## config.mk

```make
export PLATFORM = sky130hd
export DESIGN_NAME = serdesphy_link_ctrl
export DESIGN_NICKNAME = d
export VERILOG_FILES = /design/src/rtl/serdesphy_link_ctrl.sv
export SDC_FILE = /design/constraint.sdc
export NUM_CORES = 1
export LEC_CHECK = 0
export BUFFER_PORTS_ARGS = -buffer_cell sky130_fd_sc_hd__buf_2
export CORE_UTILIZATION = 45
export CTS_CLUSTER_SIZE = 40
export DETAILED_ROUTE_END_ITERATION = 16
export PLACE_DENSITY = 0.7
export SETUP_SLACK_MARGIN = 0.02
export SLEW_MARGIN = 20
export SYNTH_ARGS = -nofsm -noshare
export SYNTH_HDL_FRONTEND = slang
export SYNTH_SLANG_ARGS = --single-unit
```

## constraint.sdc

```tcl
create_clock -name clk -period 2.2 [get_ports clk]
set_clock_uncertainty 0.05 [all_clocks]
set_input_delay 0.22 -clock clk [delete_from_list [all_inputs] [get_ports clk]]
set_output_delay 0.22 -clock clk [all_outputs]
set_load 0.02 [all_outputs]
```

## src/rtl/serdesphy_link_ctrl.sv

```systemverilog
// serdesphy_link_ctrl: SerDes PHY link bring-up sequencer (PLL, CDR, optional PRBS qualification, retrain, sticky fail)
// Define SERDESPHY_PRBS_QUAL_EN to qualify the link with a PRBS error window before declaring link-up.
module serdesphy_link_ctrl #(
    parameter int PLL_TIMEOUT = 4096,
    parameter int CDR_TIMEOUT = 8192,
    parameter int PRBS_WINDOW = 1024,
    parameter int ERR_THRESH  = 4,
    parameter int MAX_RETRY   = 3
) (
    input  logic       clk,
    input  logic       rst_n,
    input  logic       link_en,
    input  logic       por_complete,
    input  logic       pll_lock,
    input  logic       cdr_lock,
    input  logic       prbs_err,
    output logic       pll_en,
    output logic       cdr_en,
    output logic       prbs_chk_en,
    output logic       tx_en,
    output logic       link_up,
    output logic       link_fail,
    output logic [2:0] state,
    output logic [1:0] retry_cnt
);
    typedef enum logic [2:0] {
        IDLE     = 3'd0,
        PLL_WAIT = 3'd1,
        CDR_WAIT = 3'd2,
        PRBS_CHK = 3'd3,
        LINK_UP  = 3'd4,
        RETRAIN  = 3'd5,
        FAIL     = 3'd6
    } state_t;
    localparam logic [15:0] PLL_LAST  = 16'(PLL_TIMEOUT - 1);
    localparam logic [15:0] CDR_LAST  = 16'(CDR_TIMEOUT - 1);
    localparam logic [15:0] WIN_LAST  = 16'(PRBS_WINDOW - 1);
    localparam logic [15:0] HOLD_LAST = 16'd7;
    localparam logic [7:0]  ERR_MAX   = 8'(ERR_THRESH);
    localparam logic [1:0]  RETRY_MAX = 2'(MAX_RETRY);
`ifdef SERDESPHY_PRBS_QUAL_EN
    localparam bit     PRBS_ON  = 1'b1;
    localparam state_t CDR_DONE = PRBS_CHK;
`else
    localparam bit     PRBS_ON  = 1'b0;
    localparam state_t CDR_DONE = LINK_UP;
`endif
    state_t      st, nxt;
    logic [1:0]  pll_sync, cdr_sync;
    logic        pll_s, cdr_s;
    logic [15:0] timer;
    assign pll_s = pll_sync[1];
    assign cdr_s = cdr_sync[1];
    assign state = st;
`ifdef SERDESPHY_PRBS_QUAL_EN
    logic [7:0] err_cnt;
    // Count PRBS error cycles during the current state visit, saturating at 255
    always_ff @(posedge clk) begin
        if (!rst_n || nxt != st) err_cnt <= '0;
        else if (prbs_err && err_cnt != 8'hFF) err_cnt <= err_cnt + 8'd1;
    end
`else
    logic unused_prbs;
    assign unused_prbs = prbs_err ^ (|WIN_LAST) ^ (|ERR_MAX);
`endif
    // Next-state selection: abort to IDLE first, then lock/window events, then timeouts
    always_comb begin
        nxt = st;
        if (!link_en || !por_complete) nxt = IDLE;
        else begin
            case (st)
                IDLE:     nxt = PLL_WAIT;
                PLL_WAIT: nxt = pll_s ? CDR_WAIT : (timer == PLL_LAST) ? RETRAIN : PLL_WAIT;
                CDR_WAIT: nxt = !pll_s ? RETRAIN : cdr_s ? CDR_DONE : (timer == CDR_LAST) ? RETRAIN : CDR_WAIT;
`ifdef SERDESPHY_PRBS_QUAL_EN
                PRBS_CHK: nxt = (!pll_s || !cdr_s || err_cnt >= ERR_MAX) ? RETRAIN : (timer == WIN_LAST) ? LINK_UP : PRBS_CHK;
`endif
                LINK_UP:  nxt = (!pll_s || !cdr_s) ? RETRAIN : LINK_UP;
                RETRAIN:  nxt = (timer != HOLD_LAST) ? RETRAIN : (retry_cnt == RETRY_MAX) ? FAIL : PLL_WAIT;
                FAIL:     nxt = FAIL;
                default:  nxt = IDLE;
            endcase
        end
    end
    // State, lock synchronizers, timer, retry count and outputs decoded from the next state
    always_ff @(posedge clk) begin
        if (!rst_n) begin
            st          <= IDLE;
            pll_sync    <= '0;
            cdr_sync    <= '0;
            timer       <= '0;
            retry_cnt   <= '0;
            pll_en      <= 1'b0;
            cdr_en      <= 1'b0;
            prbs_chk_en <= 1'b0;
            tx_en       <= 1'b0;
            link_up     <= 1'b0;
            link_fail   <= 1'b0;
        end else begin
            pll_sync    <= {pll_sync[0], pll_lock};
            cdr_sync    <= {cdr_sync[0], cdr_lock};
            st          <= nxt;
            timer       <= (nxt != st) ? '0 : timer + 16'd1;
            retry_cnt   <= (nxt == IDLE || (nxt == LINK_UP && st != LINK_UP)) ? 2'd0 :
                           (nxt == RETRAIN && st != RETRAIN && retry_cnt != 2'd3) ? retry_cnt + 2'd1 : retry_cnt;
            pll_en      <= nxt inside {PLL_WAIT, CDR_WAIT, PRBS_CHK, LINK_UP};
            cdr_en      <= nxt inside {CDR_WAIT, PRBS_CHK, LINK_UP};
            prbs_chk_en <= PRBS_ON && (nxt inside {PRBS_CHK, LINK_UP});
            tx_en       <= nxt inside {PRBS_CHK, LINK_UP};
            link_up     <= nxt == LINK_UP;
            link_fail   <= nxt == FAIL;
        end
    end
endmodule

```

# [Word-level counts from Yosys, hierarchy flattened]
# Index checks and enable logic that the tools add are counted.
[word_totals] reg_bits=30 input_bits=7 output_inout_bits=11 word_cells=59
[classes] n_addsub=2 eq_ne=19 n_mux=10 bitwise=1 n_reduce_logical=17
[op_table] operator="$mux 3" count=8
[op_table] operator="$eq 3x3->1 const B" count=6
[op_table] operator="$pmux 3 s6" count=1
[op_table] operator="$add 16x1->16 const B" count=1
[op_table] operator="$eq 16x12->1 const B" count=1
[op_table] operator="$eq 16x13->1 const B" count=1
[op_table] operator="$ne 16x3->1 const B" count=1
[op_table] operator="$eq 3x2->1 const B" count=3
[op_table] operator="$eq 3x1->1 const B" count=2
[op_table] operator="$logic_not 3->1" count=2
[op_table] operator="$ne 3x3->1 const B" count=2
[op_table] operator="$logic_not 1->1" count=4
[op_table] operator="$reduce_bool 4->1" count=1
[op_table] operator="$reduce_or 2->1" count=2
[op_table] operator="$logic_and 1x1->1" count=3
[op_table] operator="$logic_or 1x1->1" count=3
[op_table] operator="$ne 3x3->1" count=1
[op_table] operator="$reduce_bool 3->1" count=1
[op_table] operator="$add 2x1->2 const B" count=1
[op_table] operator="$eq 2x2->1 const B" count=1
[op_table] operator="$ne 2x2->1 const B" count=1
[op_table] operator="$reduce_bool 2->1" count=1
[op_table] operator="$mux 1" count=1
[op_table] operator="$not 1->1" count=1

# [Depth between registers and ports, before layout]
[logic_depth] word_depth=10 ltp_mapped=8 mapped_depth_nobuf=7

# [Worst setup path before layout]
# OpenSTA, ideal clock, no wires.
[synth_timing] path_kind="register to register" start="reg timer[0]" end="reg timer[10]" setup_ps=120 arrival_time_ps=2061 required_time_ps=2030 path_slack_ps=-31 stages_incl_launch_ff=9 path_buffers=1 period_less_slack_ps=2231 cell_sequence="dfxtp_1 ha_1 or4bb_1 nor3_2 a311oi_2 o211a_1 o211ai_4 buf_6 nor3_2"
[synth_between] elab_chain_cells=8 elab_cells_between_ends=14 cone_classes="add/sub (1); eq/ne (4); mux (8); reduce/logical (1)"
[synth_lines] item="start, declared" line_no="51" text="logic [15:0] timer;"
[synth_lines] item="start signal, assigned" line_no="103" text="timer <= (nxt != st) ? '0 : timer + 16'd1;"
[synth_lines] item="$eq 16x13->1" line_no="74" text="CDR_WAIT: nxt = !pll_s ? RETRAIN : cdr_s ? CDR_DONE : (timer == CDR_LAST) ? RETRAIN : CDR_WAIT;"
[synth_lines] item="$mux 3 (3 in a row)" line_no="74"
[synth_lines] item="$pmux 3 s6" line_no="71" text="case (st)"
[synth_lines] item="$mux 3" line_no="69" text="if (!link_en || !por_complete) nxt = IDLE;"
[synth_lines] item="$ne 3x3->1" line_no="103"
[synth_lines] item="$reduce_or 2->1 (no source line)"
# Parallel ways exist; a longest one is shown, timed or not.
# A chain may end at the register's enable or synchronous reset.

# [Worst setup path in the final report]
[layout_timing] start="reg timer[1]" end="reg pll_en"
[layout_between] elab_chain_cells=8 elab_cells_between_ends=16 cone_classes="eq/ne (7); mux (8); reduce/logical (1)"
[layout_lines] item="$eq 16x13->1" line_no="74"
[layout_lines] item="$mux 3 (3 in a row)" line_no="74"
[layout_lines] item="$pmux 3 s6 (*)" line_no="71"
[layout_lines] item="$mux 3 (*)" line_no="69"
[layout_lines] item="$eq 3x1->1 (tied with other cells)" line_no="106" text="pll_en <= nxt inside {PLL_WAIT, CDR_WAIT, PRBS_CHK, LINK_UP};"
[layout_lines] item="$reduce_bool 4->1 (*)" line_no="106"
[layout_lines] item="end signal, assigned" line_no="106"
[layout_lines] item="end, declared" line_no="17" text="output logic pll_en,"
# Every way passes the cells marked *; elsewhere a longest branch is shown, timed or not.

==> qor_table.md <==
| Parameter | Value | Unit |
| --- | --- | --- |
| Clock edge transition at the registers on the reported setup and hold paths | 60 | ps |
| Number of nets at the end of the flow | 225 | - |
| Number of clock sinks | 30 | - |
| Register area share after synthesis | 35.5 | % |
| PwrDens | 480 | mW/mm² |
| Half-perimeter wire length after placement | 2810 | µm |
| Syn nets | 185 | - |
| Cell type with the highest aggregate area in the netlist | dfxtp_1 | - |
| CTS buffer count | 5 | - |
| Number of buffer cells added on primary ports | 15 | - |
| DR vias | 1,451 | - |
| Drt pass-1 iters | 5 | - |
| Worst-skew pair later-pin latency | 280 | ps |
| Number of setup violations in the final report | 20 | - |
| Final worst setup slack | -144 | ps |
| Total Routing Usage GR | 20.8 | % |
| Post-route DRC violation count | 0 | - |
| Classification of the worst setup path | flip-flop to flip-flop | - |
| Routability congestion estimate from global placement | 0.903 | - |
| Fraction of final layout cells sized beyond drive strength 1 | 41.2 | % |
| Synth warnings | 0 | - |
| Hold Crit Class | input port to flip-flop | - |
| Fraction of registers with async set/reset | 0 | % |
| Crit path max fanout | 3 | - |
| Static leakage | 0.843 | nW |
| Utilization after layout | 62.8 | % |
| Final slew viol count | 0 | - |
| List of cells traversed by the critical path | ha_4 > or4bb_1 > nor3_4 > nand3_1 > a221o_1 > or3b_4 > a21oi_2 | - |
| Switching share of power | 23.5 | % |
| Kind of start point of the critical path | flip-flop | - |
| Number of buffers between clock root and the deepest sink | 2 | - |
| Highest clock rate | 427 | MHz |
| Violated checks | setup timing | - |
| Total Neg Setup Slack | -1100 | ps |
| Minimum period implied by the final worst setup slack | 2340 | ps |
| Maximum number of pins on one net before global-route repair | 17 | - |
| EDFF count, synth | 0 | - |
| Synth top area share | 35.5 | % |
| First-iteration detailed-routing DRC count | 44 | - |
| Top cells by area in the synthesized netlist | dfxtp_1 35%, nor3_2 6.5%, xor2_1 4.1% | - |
| Antenna violations before repair | 0 | - |
| Portion of the clock cycle consumed by the worst path in the final layout | 107 | % |
| Vias in the first global route | 1,466 | - |
| Most used flip-flop cell after synthesis | dfxtp_1 | - |
| Maximum vdd drop | 0.406 | mV |
| Gate Count Post-Synth | 176 | - |
| Reported max-cap violation count | 0 | - |
| Avg WL per Cell | 15.0 | µm |
| Core Box Area | 0.00347 | mm² |
| Die width | 63.3 | µm |
| Total routed wirelength | 3920 | µm |
| Crit path buf inv count | 0 | - |
| Commonest cells after routing, fill and taps aside | 26 x dfxtp_1, 25 x buf_4, 15 x buf_2 | - |
| H-tree depth | 2 | - |
| Layout Area Growth over Synthesis | 28.8 | % |
| Die area | 0.00401 | mm² |
| Diode insertion count for antenna repair | 0 | - |
| Part of the total power dissipated in the clock network | 39.1 | % |
| Count of non-filler cells in the finished layout | 262 | - |
| Power spent charging and discharging nets | 246 | µW |
| Fraction of power consumed by sequential logic | 53.4 | % |
| Flop and latch count out of synthesis | 30 | - |
| Unrepaired setup endpoints after global routing | yes | - |
| Non-Filler Cell Area, Final | 0.00218 | mm² |
| Distinct cell type count after synthesis | 54 | - |
| Most frequent standard cell in the layout excluding fill and tap cells | dfxtp_1 | - |
| Share of power burned in combinational logic | 7.4 | % |
| Cell with the largest stage delay on the worst path | or4bb_1 | - |
| Worst Path Required | 2360 | ps |
| Clock tree from TritonCTS | built | - |
| Number of cells after detailed placement | 255 | - |
| Maximum single-stage delay on the critical path | 450 | ps |
| Global-route wire length before repair | 6540 | µm |
| Count of final hold-check violations | 0 | - |
| Standard-cell rows | 21 | - |
| Vias per cell | 5.54 | - |
| Height of the die | 63.3 | µm |
| Post-synthesis average cell area | 9.62 | µm² |
| Internal cell power | 801 | µW |
| I/O pin total | 18 | - |
| Top delay family on crit path | simple AND/OR/NAND/NOR gates | - |
| Global-route congestion overflow total | 0 | - |
| Cell area after synthesis | 0.00169 | mm² |
| Root Driver | clkbuf_8 | - |
| Status | finished, violations left | - |
| Kind of capture point of the worst setup path | flip-flop | - |
| Arrival time of data at the critical path endpoint | 2500 | ps |
| Initial standard-cell utilization of the core | 48.8 | % |
| Placed cell areas | 0.00199 | mm² |
| Residual antenna-violating net count after detailed routing | 0 | - |
[Yosys cell counts, drive strengths merged (2+ instances only)]
library cell,n
dfxtp,30
nor3,18
nand3,12
nand2,11
buf,8
xor2,8
nand4,7
xnor2,7
a21oi,6
and2,6
nor2,6
nor4,6
nor3b,4
inv,3
nor2b,3
o21ai,3
a21o,2
and3,2
clkbuf,2
ha,2
nand2b,2
nor4b,2
o211ai,2
o31ai,2
or4,2
or4b,2
[cell families after synthesis]
logic type,Yosys count,synth area share (%)
flip-flops,30,35.5
buffers and inverters,13,5.91
other,1,0.222
XOR/XNOR,15,7.76
AND/OR/NAND/NOR,90,36.6
adder cells (fa/ha/maj),2,1.48
AO/OA/AOI/OAI,25,12.6
[final timing paths]
| check | start | to | slack [ps] | cells past startpoint |
|---|---|---|---|---|
| hold / removal | cdr_lock | cdr_sync[0] | 100 | 2 |
| setup reg to reg | timer[1] | pll_en | -140 | 7 |
| setup / recovery | timer[1] | pll_en | -140 | 7 |
| hold reg to reg | cdr_sync[0] | cdr_sync[1] | 380 | 1 |
[stage by stage]
step | power [mW] | setup slack [ps] | hold slack, ps
global route | 1.08 | -217 | 96.1
CTS | 1.05 | -107 | 101
detailed placement | 0.645 | -110 | 373
floorplan | 0.620 | -17.2 | 297
finish | 1.05 | -144 | 103
global placement | 0.643 | -57.4 | 367
[power groups by stage]
stage	logic, mW	clock network [mW]	registers, mW
detailed placement	0.0732	0	0.572
global placement	0.0713	0	0.571
global route	0.0840	0.440	0.560
CTS	0.0745	0.420	0.560
floorplan	0.0470	0	0.573
finish	0.0780	0.409	0.560
[what timing repair did]
| action | in CTS | in global routing |
|---|---|---|
| hold buffers | 0 | 0 |
| endpoints found under the setup margin | 20 | 23 |
| setup buffers | 1 | 0 |
| pin swaps | 1 | 10 |
| gates resized for setup | 7 | 16 |
[sequential cells by signal, summed over array words and instances, names as in the netlist]
register	count
pll_en	1
link_up	1
cdr_sync	2
cdr_en	1
state	3
timer	16
tx_en	1
link_fail	1
retry_cnt	2
pll_sync	2
[layer usage]
layer / up-vias / track usage, % / share of wire, %
met2: 32 / 34.4 / 52
li1: 722 / - / -
met3: 2 / 4.53 / 4.2
met4: 0 / 7.39 / 0.59
met5: - / 0 / 0
met1: 695 / 26.3 / 44
[cell type report]
class	count	area [µm²]
flip-flops and latches	30	606
clock buffers	5	68.8
fillers	298	1290
repair buffers	43	314
inverters	3	11.3
clock inverters	2	10.0
well taps	46	57.6
multi-input cells	133	1110
Note: power is estimated with default switching activity, not from simulation.
